File: src/rtl/mem_arbiter_ctrl.sv
// rtl/mem_arbiter_ctrl.sv - icache/dcache request/wait arbiter onto one single-port RAM
//
// Purpose:
//   Grants one cache at a time onto a single-port RAM. The dcache has priority,
//   and a dcache grant is locked across both beats of a two-word block. The
//   access completes when ram_ready pulses. If an access waits too long for
//   ram_ready, the controller parks in a sticky error state.
//
// Ports:
//   CLK, RST             clock (rising edge); asynchronous active-high reset
//   iREN, iaddr          icache read request and address
//   iload, iwait         icache read data and wait (low only in the completing cycle)
//   dREN, dWEN           dcache read/write request (both high means write)
//   daddr, dstore        dcache address and write data
//   dload, dwait         dcache read data and wait (low only in the completing cycle)
//   ram_ren, ram_wen     RAM read/write strobes (mutually exclusive)
//   ram_addr, ram_store  RAM address (from the granted port) and write data
//   ram_load, ram_ready  RAM read data and one-cycle completion pulse
//   mem_err              sticky timeout flag, cleared only by RST
module mem_arbiter_ctrl #(
  parameter int WORD_W  = 32,
  parameter int ADDR_W  = 32,
  parameter int TIMEOUT = 15
) (
  input  logic              CLK,
  input  logic              RST,
  input  logic              iREN,
  input  logic [ADDR_W-1:0] iaddr,
  output logic [WORD_W-1:0] iload,
  output logic              iwait,
  input  logic              dREN,
  input  logic              dWEN,
  input  logic [ADDR_W-1:0] daddr,
  input  logic [WORD_W-1:0] dstore,
  output logic [WORD_W-1:0] dload,
  output logic              dwait,
  output logic              ram_ren,
  output logic              ram_wen,
  output logic [ADDR_W-1:0] ram_addr,
  output logic [WORD_W-1:0] ram_store,
  input  logic [WORD_W-1:0] ram_load,
  input  logic              ram_ready,
  output logic              mem_err
);

  localparam logic [2:0] IDLE  = 3'd0;
  localparam logic [2:0] DSRV  = 3'd1;
  localparam logic [2:0] ISRV  = 3'd2;
  localparam logic [2:0] DHOLD = 3'd3;
  localparam logic [2:0] ERR   = 3'd4;

  localparam int            TW       = (TIMEOUT > 1) ? $clog2(TIMEOUT) : 1;
  localparam logic [TW-1:0] TMO_LAST = TW'(TIMEOUT - 1);

  logic [2:0]    state, next_state;
  logic          beat, next_beat;
  logic [TW-1:0] tmo, next_tmo;
  logic          dreq;

  assign dreq = dREN | dWEN;

  // Next-state logic. A request that drops takes priority over a ram_ready
  // in the same cycle, so a withdrawn access never reports completion.
  always_comb begin
    next_state = state;
    next_beat  = beat;
    next_tmo   = tmo;
    case (state)
      IDLE: begin
        next_tmo = '0;
        if (dreq)      next_state = DSRV;
        else if (iREN) next_state = ISRV;
      end
      DSRV: begin
        if (!dreq) begin
          next_state = IDLE;
          next_beat  = 1'b0;
          next_tmo   = '0;
        end else if (ram_ready) begin
          next_tmo = '0;
          if (!beat) begin
            // First beat done: hold the lock for one cycle so the second beat can follow.
            next_state = DHOLD;
            next_beat  = 1'b1;
          end else begin
            next_state = IDLE;
            next_beat  = 1'b0;
          end
        end else if (tmo == TMO_LAST) begin
          next_state = ERR;
          next_tmo   = '0;
        end else begin
          next_tmo = tmo + 1'b1;
        end
      end
      ISRV: begin
        if (!iREN) begin
          next_state = IDLE;
          next_beat  = 1'b0;
          next_tmo   = '0;
        end else if (ram_ready) begin
          next_state = IDLE;
          next_tmo   = '0;
        end else if (tmo == TMO_LAST) begin
          next_state = ERR;
          next_tmo   = '0;
        end else begin
          next_tmo = tmo + 1'b1;
        end
      end
      DHOLD: begin
        next_tmo = '0;
        if (dreq) begin
          next_state = DSRV;
        end else begin
          // No second beat arrived (single-word store), so release the lock.
          next_state = IDLE;
          next_beat  = 1'b0;
        end
      end
      ERR: begin
        next_state = ERR;
        next_tmo   = '0;
      end
      default: begin
        next_state = IDLE;
        next_beat  = 1'b0;
        next_tmo   = '0;
      end
    endcase
  end

  always_ff @(posedge CLK or posedge RST) begin
    if (RST) begin
      state <= IDLE;
      beat  <= 1'b0;
      tmo   <= '0;
    end else begin
      state <= next_state;
      beat  <= next_beat;
      tmo   <= next_tmo;
    end
  end

  // The strobes depend only on state and the request lines. ram_ready
  // affects only the wait flags and the load data.
  always_comb begin
    ram_ren  = 1'b0;
    ram_wen  = 1'b0;
    ram_addr = '0;
    iwait    = 1'b1;
    dwait    = 1'b1;
    iload    = '0;
    dload    = '0;
    case (state)
      DSRV: begin
        ram_addr = daddr;
        ram_wen  = dWEN;
        ram_ren  = dREN & ~dWEN;
        if (dreq && ram_ready) begin
          dwait = 1'b0;
          if (!dWEN) dload = ram_load;
        end
      end
      ISRV: begin
        ram_addr = iaddr;
        ram_ren  = iREN;
        if (iREN && ram_ready) begin
          iwait = 1'b0;
          iload = ram_load;
        end
      end
      default: begin
      end
    endcase
  end

  assign ram_store = dstore;
  assign mem_err   = (state == ERR);

endmodule

File: config.mk
export PLATFORM = sky130hd
export DESIGN_NAME = mem_arbiter_ctrl
export DESIGN_NICKNAME = d
export VERILOG_FILES = /design/src/rtl/mem_arbiter_ctrl.sv
export SDC_FILE = /design/constraint.sdc
export NUM_CORES = 1
export LEC_CHECK = 0
export ABC_AREA = 0
export CAP_MARGIN = 40
export CORE_AREA = 2 2 104 106
export CTS_CLUSTER_SIZE = 40
export DETAILED_ROUTE_END_ITERATION = 6
export DIE_AREA = 0 0 106 108
export PLACE_DENSITY_LB_ADDON = 0.1
export SLEW_MARGIN = 20
export SYNTH_ARGS = -nofsm -noshare
export SYNTH_HDL_FRONTEND = slang
export SYNTH_SLANG_ARGS = --single-unit
File: constraint.sdc
create_clock -name CLK -period 2.25 [get_ports CLK]
set_input_delay 0.675 -clock CLK [delete_from_list [all_inputs] [get_ports CLK]]
set_output_delay 0.675 -clock CLK [all_outputs]
set_load 0.1 [all_outputs]
==> results of run 1 <==
area by class of cell:
class	count	area [sq um]	area share [%]
clock buffer	3	41.3	0.768
inverter	4	18.8	0.349
tap	136	170	3.16
timing repair buffer	239	3560	66.3
multi-input combinational	143	1380	25.6
sequential	8	203	3.77
cells by family (layout without fill, tap and decap cells):
| group | after synthesis | in the layout | share of synthesized area (%) |
|---|---|---|---|
| fa+ha+maj | 2 | 2 | 1.67 |
| buf+inv | 50 | 246 | 21.2 |
| simple gates | 95 | 95 | 38.3 |
| flops | 8 | 8 | 13.3 |
| xor+xnor | 2 | 2 | 1.17 |
| compound gates | 43 | 43 | 23.8 |
| mux | 1 | 1 | 0.667 |
metrics by stage:
stage          setup WS, ns  hold slack (ns)  cell area (sq um)
5_1_grt              -0.173            0.516               5380
2_1_floorplan        -0.114            0.453               1770
6_report             -0.102            0.488               5380
4_1_cts              -0.118            0.492               5320
3_5_place_dp         -0.486            0.487               4820
3_3_place_gp         -0.503            0.474               4820
repair_timing:
item	CTS	global route
endpoints found under the setup margin	100	99
gates resized for setup	55	15
buffers inserted	14	3
pin swaps	64	6
gates cloned	8	3
report_power, final:
group          switching, uW  leakage [uW]  internal, uW
clock network           51.3     0.0000216           115
registers               26.6      0.000104           171
logic                   2590       0.00219          1820
per-layer routing:
| layer | global-route usage [%] | wire [um] |
|---|---|---|
| met1 | 15.8 | 3310 |
| met3 | 2.29 | 464 |
| met4 | 2.73 | 134 |
| met5 | 0 | 0 |
| met2 | 29.6 | 5210 |
worst register-to-register path, stage by stage (launching register included):
cell and delay, ns:
dfrtp_1 0.38, buf_6 0.14, and2b_1 0.16, buf_4 0.15, a22o_1 0.19, nand3_1 0.17
nor2_1 0.07
state kept, by name, summed over array words and instances (netlist names):
signal  count
tmo         4
state       3
beat        1
final timing paths:
| path | depth (start not counted) | slack, ns | endpoint |
|---|---|---|---|
| setup / recovery | 7 | -0.10 | iload[28] |
| hold / removal | 1 | 0.49 | tmo[0]$_DFF_PP0_ |
| setup reg to reg | 6 | 0.88 | tmo[3]$_DFF_PP0_ |
| hold reg to reg | 1 | 0.49 | tmo[0]$_DFF_PP0_ |
| max in group asynchronous | 2 | 1.29 | state[0]$_DFFE_PP0P_ |
| min in group asynchronous | 2 | 0.70 | state[1]$_DFFE_PP0P_ |
cell usage in the layout, fill, tap and decap left out, types with 3 or more instances in the layout:
| cell type | count |
|---|---|
| a22o_2 | 14 |
| a22o_4 | 18 |
| and2_4 | 64 |
| buf_12 | 106 |
| buf_16 | 4 |
| buf_4 | 14 |
| buf_6 | 9 |
| buf_8 | 3 |
| clkbuf_16 | 4 |
| clkbuf_8 | 3 |
| clkdlybuf4s50_1 | 97 |
| dfrtp_1 | 6 |
| nand3_1 | 3 |
| nor2_1 | 6 |
| nor2b_1 | 3 |
==> impl_metrics.py, run 1 <==
metrics = {
    "outcome": {
        "status": "finished with violations",
        "violations": "setup timing",
    },
    "cts": {
        "clkTransAtPathRegs_ns": 0.04,
        "cts-root-buf": "clkbuf_8",
        "tritoncts": "yes",
        "cts_buffers": 3,
        "cts.hold.buffers_added": 0,
        "htreeDepth": 1,
        "clock-sinks": 8,
        "clk_path_buf_depth": 2,
        "clkLatencyLatePin_ns": 0.22,
    },
    "sta": {
        "final.setup.tns_ns": -5.99,
        "worstMarginPinSlew_ns": 0.319,
        "rsz0062_at_grt": "yes",
        "period_needed_ns": 2.35,
        "finalSetupViolCount": 86,
        "max_freq_mhz": 425,
        "finalCritPeriodShare_pct": 105,
        "relSlewSlack_pct": 78.7,
        "finalMaxSlewViolations": 0,
        "hold_viol_final": 0,
        "finClkSkew_ns": 0.00117,
        "worst_slack_ns": -0.102,
    },
    "yosys": {
        "syn-num-nets": 337,
        "yosysMostFrequentCell": "and2_1",
        "postSynthAreaPerCell_sq_um": 7.47,
        "synth.distinct_cells": 33,
        "synth_top_area_cell": "and2_1",
        "synth_common_cells": "and2_1, a22o_1, buf_4, dfrtp_1, nor2_1",
        "yosysWarnings": 0,
        "netlist_top_cells_area": "and2_1, a22o_1, buf_4, dfrtp_1, nor2_1",
        "yosysSeqAreaShare_pct": 13.3,
        "async_flop_share_pct": 100,
        "synth_top_area_share_pct": 27.1,
        "synth_cells": 201,
        "synth-edff-count": 0,
        "ys_seq_elements": 8,
        "synth_flop_cell": "dfrtp_1",
        "syn_area_sq_um": 1500,
    },
    "min_path": {
        "hp-class": "flop to flop",
        "holdCritStartpoint": "tmo[0]$_DFF_PP0_",
    },
    "placement": {
        "port_buffers": 202,
        "gp_congestion": 0.750,
        "dpl.hpwl_um": 6860,
        "dp.cells": 509,
    },
    "critical_path": {
        "worstPathArrival_ns": 1.68,
        "timing.critical_path.fanout_max": 8,
        "crit_family": "simple AND/OR/NAND/NOR gates",
        "rr_startpoint": "state[1]$_DFFE_PP0P_",
        "crit_required_ns": 1.57,
        "crit_start": "iREN",
        "critPathMostFrequentCell": "buf_6",
        "path_buf_inv": 4,
        "critical-path-slowest-cell": "and3_4",
        "worst_path_largest_cell_delay_ns": 0.24,
        "endpoint_kind": "primary output",
        "worstPathCellList": "buf_6, nor2b_4, and3_4, buf_6, buf_8, and2_4, buf_12",
        "start_kind": "input port",
        "path_class": "input port to primary output",
    },
    "layout": {
        "area_growth_pct": 258,
        "final_cells": 533,
        "fillers": 916,
        "diodes": 0,
        "finish.net_count": 535,
        "fin_util_pct": 52.5,
        "drive_gt1_share_pct": 64.5,
    },
    "global_route": {
        "overflow": 0,
        "grt_max_degree": 18,
        "grt_pass1_wl_um": 13100,
        "grt_pass1_vias": 2265,
        "grt_util_all_layers_pct": 14.5,
        "grt_antenna_before_repair": 0,
    },
    "route": {
        "drc": 0,
        "drt-pass1-iter-count": 4,
        "vias": 2245,
        "routed_wl_um": 9120,
        "wl_per_cell_um": 17.1,
        "detail-route-antenna-nets": 0,
        "vias_per_cell": 4.21,
        "drt-initial-drc-count": 42,
    },
    "power": {
        "p_per_area_nw_per_um2": 887,
        "vdd_drop_max_v": 0.000727,
        "power_uw": 4770,
        "p_leak_uw": 0.00232,
    },
    "floorplanning": {
        "die_y_um": 108,
        "die_x_um": 106,
        "design.die.area_sq_um": 11400,
        "core_sq_um": 10200,
        "num_rows": 37,
        "start_util_pct": 14.7,
        "top_level_ports": 267,
    },
    "flow_run": {
        "drv_cap": 0,
    },
}
Power figures use the tool's default switching activity.
==> inputs of run 2 (changes only) <==
CTS_CLUSTER_SIZE = 8   (was 40)
==> results of run 2 <==
The final DEF is identical to that of run 1; final timing and power are the same.
==> inputs of run 3 (changes only) <==
CTS_CLUSTER_SIZE = 16   (was 8)
==> results of run 3 <==
The final DEF is identical to that of run 1; final timing and power are the same.
